## config.mk

```make
export PLATFORM = sky130hd
export DESIGN_NAME = pixel_stream_packer
export DESIGN_NICKNAME = d
export VERILOG_FILES = /design/src/rtl/pixel_stream_packer.sv
export SDC_FILE = /design/constraint.sdc
export NUM_CORES = 1
export LEC_CHECK = 0
export ABC_CLOCK_PERIOD_IN_PS = 3750
export CAP_MARGIN = 20
export CORE_ASPECT_RATIO = 0.6
export CORE_MARGIN = 2
export CORE_UTILIZATION = 52
export DETAILED_ROUTE_END_ITERATION = 7
export PLACE_DENSITY = 0.75
export SETUP_SLACK_MARGIN = 0.3
export SYNTH_ARGS = -nofsm -noshare
export SYNTH_HDL_FRONTEND = slang
export SYNTH_SLANG_ARGS = --single-unit
```

## constraint.sdc

```tcl
create_clock -name CLK -period 3.75 [get_ports CLK]
set_input_delay 0.5625 -clock CLK [delete_from_list [all_inputs] [get_ports CLK]]
set_output_delay 0.5625 -clock CLK [all_outputs]
set_load 0.02 [all_outputs]
```

## src/rtl/pixel_stream_packer.sv

```systemverilog
// Tags captured bus words with SOF/EOL/EOF frame position and queues them for the host (macro FRAME_COUNT_EN adds a frame counter).
// Latency: a word written at edge N is presented at OUT_* right after edge N (one cycle, no empty bypass).
// Backpressure: OUT_READY low holds the head word stable; a word arriving on a full FIFO is dropped and OVERFLOW set.
`timescale 1ns/1ps

module fifo #(
    parameter int WIDTH = 8,
    parameter int DEPTH = 8
) (
    input  logic                   core_clk,
    input  logic                   arst_n,
    input  logic                   push,
    input  logic [WIDTH-1:0]       push_dat,
    input  logic                   pop,
    output logic [WIDTH-1:0]       head_dat,
    output logic                   full,
    output logic                   empty,
    output logic [$clog2(DEPTH):0] level
);
    localparam int AW = $clog2(DEPTH);

    logic [WIDTH-1:0] mem [DEPTH];
    logic [AW:0]      wr_ptr;
    logic [AW:0]      rd_ptr;

    // Pointers carry one extra wrap bit so full and empty stay distinguishable.
    always_ff @(posedge core_clk or negedge arst_n) begin
        if (!arst_n) begin
            wr_ptr <= '0;
            rd_ptr <= '0;
        end else begin
            if (push) wr_ptr <= wr_ptr + (AW+1)'(1);
            if (pop)  rd_ptr <= rd_ptr + (AW+1)'(1);
        end
    end

    always_ff @(posedge core_clk) begin
        if (push) mem[wr_ptr[AW-1:0]] <= push_dat;
    end

    assign head_dat = mem[rd_ptr[AW-1:0]];
    assign empty    = (wr_ptr == rd_ptr);
    assign full     = (wr_ptr[AW] != rd_ptr[AW]) && (wr_ptr[AW-1:0] == rd_ptr[AW-1:0]);
    assign level    = wr_ptr - rd_ptr;
endmodule

module pixel_stream_packer #(
    parameter int WORD_BITS       = 16,
    parameter int WORDS_PER_LINE  = 2,
    parameter int LINES_PER_FRAME = 4,
    parameter int FIFO_DEPTH      = 8
) (
    input  logic                          CLK,
    input  logic                          RESET,
    input  logic                          FRAME_SYNC,
    input  logic                          IN_VALID,
    input  logic [WORD_BITS-1:0]          DATA_IN,
    input  logic                          OUT_READY,
    input  logic                          CLEAR_ERR,
    output logic                          OUT_VALID,
    output logic [WORD_BITS-1:0]          OUT_DATA,
    output logic                          OUT_SOF,
    output logic                          OUT_EOL,
    output logic                          OUT_EOF,
    output logic [$clog2(FIFO_DEPTH):0]   FIFO_LEVEL,
    output logic                          OVERFLOW,
    output logic                          FRAME_ERR
`ifdef FRAME_COUNT_EN
    ,
    output logic [15:0]                   FRAME_COUNT
`endif
);
    localparam int WCW = (WORDS_PER_LINE  > 1) ? $clog2(WORDS_PER_LINE)  : 1;
    localparam int LCW = (LINES_PER_FRAME > 1) ? $clog2(LINES_PER_FRAME) : 1;

    typedef struct packed {
        logic                 sof;
        logic                 eol;
        logic                 eof;
        logic [WORD_BITS-1:0] dat;
    } entry_t;

    typedef enum logic {IDLE, ACTIVE} state_t;

    state_t         state;
    state_t         state_nxt;
    logic [WCW-1:0] word_cnt;
    logic [LCW-1:0] line_cnt;
    logic [WCW-1:0] word_eff;
    logic [LCW-1:0] line_eff;

    logic   in_frame;
    logic   take;
    logic   tag_sof;
    logic   tag_eol;
    logic   tag_eof;
    logic   push;
    logic   pop;
    logic   drop;
    logic   sync_err;
    logic   fifo_full;
    logic   fifo_empty;
    entry_t wr_entry;
    entry_t head_entry;

    // A sync pulse restarts position, so the word arriving with it is tagged as SOF.
    assign word_eff = FRAME_SYNC ? '0 : word_cnt;
    assign line_eff = FRAME_SYNC ? '0 : line_cnt;

    assign in_frame = (state == ACTIVE) || FRAME_SYNC;
    assign take     = in_frame && IN_VALID;
    assign tag_sof  = (word_eff == '0) && (line_eff == '0);
    assign tag_eol  = (word_eff == WCW'(WORDS_PER_LINE - 1));
    assign tag_eof  = tag_eol && (line_eff == LCW'(LINES_PER_FRAME - 1));

    assign pop      = !fifo_empty && OUT_READY;
    assign push     = take && (!fifo_full || pop);
    assign drop     = take && fifo_full && !pop;
    assign sync_err = FRAME_SYNC && (state == ACTIVE) && ((word_cnt != '0) || (line_cnt != '0));

    assign wr_entry.sof = tag_sof;
    assign wr_entry.eol = tag_eol;
    assign wr_entry.eof = tag_eof;
    assign wr_entry.dat = DATA_IN;

    always_ff @(posedge CLK or negedge RESET) begin
        if (!RESET) state <= IDLE;
        else        state <= state_nxt;
    end

    always_comb begin
        state_nxt = state;
        case (state)
            IDLE:    if (FRAME_SYNC) state_nxt = ACTIVE;
            ACTIVE:  state_nxt = ACTIVE;
            default: state_nxt = IDLE;
        endcase
        // The EOF position closes the frame even when the word itself was dropped.
        if (take && tag_eof) state_nxt = IDLE;
    end

    always_ff @(posedge CLK or negedge RESET) begin
        if (!RESET) begin
            word_cnt <= '0;
            line_cnt <= '0;
        end else if (take) begin
            if (tag_eol) begin
                word_cnt <= '0;
                line_cnt <= tag_eof ? '0 : line_eff + LCW'(1);
            end else begin
                word_cnt <= word_eff + WCW'(1);
                line_cnt <= line_eff;
            end
        end else if (FRAME_SYNC) begin
            word_cnt <= '0;
            line_cnt <= '0;
        end
    end

    always_ff @(posedge CLK or negedge RESET) begin
        if (!RESET) begin
            OVERFLOW  <= 1'b0;
            FRAME_ERR <= 1'b0;
        end else begin
            if (drop)           OVERFLOW  <= 1'b1;
            else if (CLEAR_ERR) OVERFLOW  <= 1'b0;
            if (sync_err)       FRAME_ERR <= 1'b1;
            else if (CLEAR_ERR) FRAME_ERR <= 1'b0;
        end
    end

`ifdef FRAME_COUNT_EN
    always_ff @(posedge CLK or negedge RESET) begin
        if (!RESET)              FRAME_COUNT <= '0;
        else if (push && tag_eof) FRAME_COUNT <= FRAME_COUNT + 16'd1;
    end
`endif

    fifo #(
        .WIDTH ($bits(entry_t)),
        .DEPTH (FIFO_DEPTH)
    ) u_fifo (
        .core_clk (CLK),
        .arst_n   (RESET),
        .push     (push),
        .push_dat (wr_entry),
        .pop      (pop),
        .head_dat (head_entry),
        .full     (fifo_full),
        .empty    (fifo_empty),
        .level    (FIFO_LEVEL)
    );

    // Storage is not reset, so the head is masked until something is queued.
    assign OUT_VALID = !fifo_empty;
    assign OUT_DATA  = fifo_empty ? '0   : head_entry.dat;
    assign OUT_SOF   = fifo_empty ? 1'b0 : head_entry.sof;
    assign OUT_EOL   = fifo_empty ? 1'b0 : head_entry.eol;
    assign OUT_EOF   = fifo_empty ? 1'b0 : head_entry.eof;
endmodule

```

==> metrics.yaml <==
critical_path:
  cp_max_fo: 19
  r2r-start: "u_fifo.rd_ptr[2]"
  required_ps: 3190
  arrival_ps: 2800
  r2r_setup_slack_ps: 1460
  end_kind: "output pin"
  start_kind: "flop"
  crit_start: "u_fifo.rd_ptr[2]"
  crit_type: "flop to output pin"
sta:
  min_period_ps: 3364
  setup_viol: 0
  skew_ps: 11.72
  worst_pin_slew_ps: 815.8
  timing.fmax_ghz: 0.2973
  rsz0062_at_grt: "yes"
  slew_headroom_pct: 45.50
  hold_viol: 0
  finalSetupTns_ps: 0
  slew_viol_final: 0
  post-route-period-util_pct: 89.71
run_status:
  status: "finished, final reports clean"
floorplanning:
  die_x_um: 150.1
  pin_count: 48
  dieArea_um2: 13760
  core-area_um2: 12260
  fp-row-count: 31
  initial_utilization_pct: 54.34
  die_h_um: 91.66
yosys:
  synth.avg_cell_area_um2: 19.08
  ys_seq_elements: 166
  syn-num-nets: 379
  netlist_area_um2: 6660
  synth_top_area_share_pct: 68.53
  synth_cells: 349
  yosys-top-cells-area: "edfxtp_1 (69%), mux4_2 (13%), dfrtp_1 (5.3%), inv_1 (2.8%), o22ai_1 (1.8%)"
  yosysTopAreaCell: "edfxtp_1"
  yosysWarnings: 0
  synth_cell_types: 37
  yosysSeqAreaShare_pct: 73.79
clock_network:
  clockBufferDepth: 2
  clock_latency_ps: 410
  numCtsBuffers: 17
  h-tree-depth: 4
  clk_pin_slew_ps: 60
  cts_setup_buffers: 0
  cts_tree: "done"
  clkSinkCount: 166
  cts_root_buf: "clkbuf_16"
global_route:
  grt_pass1_wl_um: 19160
  antenna_found_initial: 0
  grt-ovfl-total: 0
  track_usage_pct: 19.42
  grt_pass1_vias: 3394
  grt_max_degree: 43
place:
  globalplace.congestion: 0.7251
  placed_area_um2: 7381
  io_buffers: 47
  dpl.hpwl_um: 7141
route:
  num_vias: 3315
  drt_iter0_drc: 267
  drt-pass1-iter-count: 5
  viasPerCell: 5.600
  wl_um: 12140
  wl_per_cell_um: 20.50
  ant_nets: 0
  drc_errors: 0
layout:
  final_cell_area_um2: 8028
  area_delta_synth_final_pct: 20.53
  drive_gt1_share_pct: 23.00
  nFillCells: 858
  ff_latch_area_um2: 4918
  multi_input_area_um2: 1540
  final_nets: 443
power:
  p_leak_nw: 2.876
  peakVddDrop_uv: 731.9
  power_density_nw_per_um2: 872.2
hold_path:
  min_from: "state"
  hp-class: "flop to flop"
job:
  max_cap_violations: 0
## flip-flops by register name, indices dropped and copies added, names as in the netlist
register	cells
u_fifo.mem	152
u_fifo.rd_ptr	4
u_fifo.wr_ptr	4
line_cnt	2
FRAME_ERR	1
OVERFLOW	1
state	1
word_cnt	1
## power breakdown
group | switching (mW) | total, mW | internal, mW
Combinational | 1.51 | 2.76 | 1.25
Clock | 0.702 | 1.76 | 1.06
Sequential | 0.134 | 2.48 | 2.35
Total | 2.34 | 7.00 | 4.66
## routing by layer
metal / part of all wire (%) / track usage, % / vias up
met4: 0.63 / 6.211 / 0
met5: 0 / 0 / -
met3: 6.7 / 4.627 / 6
met2: 48 / 28.96 / 109
li1: - / - / 1486
met1: 45 / 28.78 / 1714
## worst paths after layout
check,cells past startpoint,endpoint
worst max-delay path,7,OUT_DATA[8]
worst min-delay path,1,state
worst max register to register,6,u_fifo.mem[1][7]
worst min register to register,1,state
max in group asynchronous,1,u_fifo.wr_ptr[0]
min in group asynchronous,1,word_cnt
## layout make-up
cell class	count	area share, %
Antenna cell	1	0.03117
Clock inverter	14	2.166
Multi-Input combinational cell	119	19.19
Inverter	50	2.338
Sequential cell	166	61.27
Timing Repair Buffer	59	7.092
Tap cell	165	2.572
Clock buffer	18	5.346
## worst max-delay path: stages, from the launching register on
cell and delay [ps]:
dfrtp_2 460, inv_1 190, ha_1 310, nand3_2 170, or2_4 230, nand2_8 150, o22ai_1 240, clkdlybuf4s50_1 630
## Yosys cell counts
library cell	n
buf_4	6
clkbuf_1	3
nand3_1	3
nor4_1	1
a21o_1	2
a41o_1	1
fa_1	1
buf_2	4
and2_1	1
mux4_2	38
nor3_1	5
o21a_1	1
nor2_2	1
or3_1	1
mux2_4	1
dfrtp_1	14
o22ai_1	19
inv_1	50
buf_6	1
a32o_1	1
a21oi_1	2
a22o_1	1
or2_1	1
nand2_2	2
nor2_1	5
o311ai_2	1
nand2_1	4
nand2b_1	2
ha_1	7
xnor2_1	6
o21ai_0	1
mux2_2	1
nor2b_1	2
xor2_1	6
o31ai_4	1
edfxtp_1	152
nand3_2	1
## kinds of logic after synthesis
logic type | share of synthesized area [%]
simple gates | 2.292
compound gates | 3.344
xor+xnor | 1.578
flops | 73.79
fa+ha+maj | 1.616
mux | 13.24
buf+inv | 4.133
## repair_timing
item,4_1_cts,5_1_grt
gates resized for setup,6,7
endpoints found under the setup margin,19,17
hold buffers,0,0
## placed cells by master, fill, tap and decap left out, types with 3 or more instances in the layout
master	n
buf_4	11
bufinv_16	3
clkbuf_16	17
clkdlybuf4s50_1	42
dfrtp_1	11
dfrtp_2	3
dlymetal6s2s_1	3
edfxtp_1	152
ha_1	7
inv_1	50
inv_6	4
mux4_2	38
nand2_1	4
nand3_1	3
nor2_1	3
nor2_2	3
nor3_2	4
o22ai_1	19
xnor2_1	6
xor2_1	6
## stage by stage
step	hold WS, ps	cells	power (mW)	setup slack (ps)	util [%]
final	520.4	592	7.002	386.0	65.50
after global routing	537.9	591	7.369	267.9	65.48
after CTS	516.3	591	7.052	334.6	65.23
after detailed placement	489.7	559	5.278	503.5	60.22
after global placement	482.9	559	5.223	591.0	60.22
after floorplan	266.9	349	4.264	575.1	-
(Power assumes the default switching activity.)
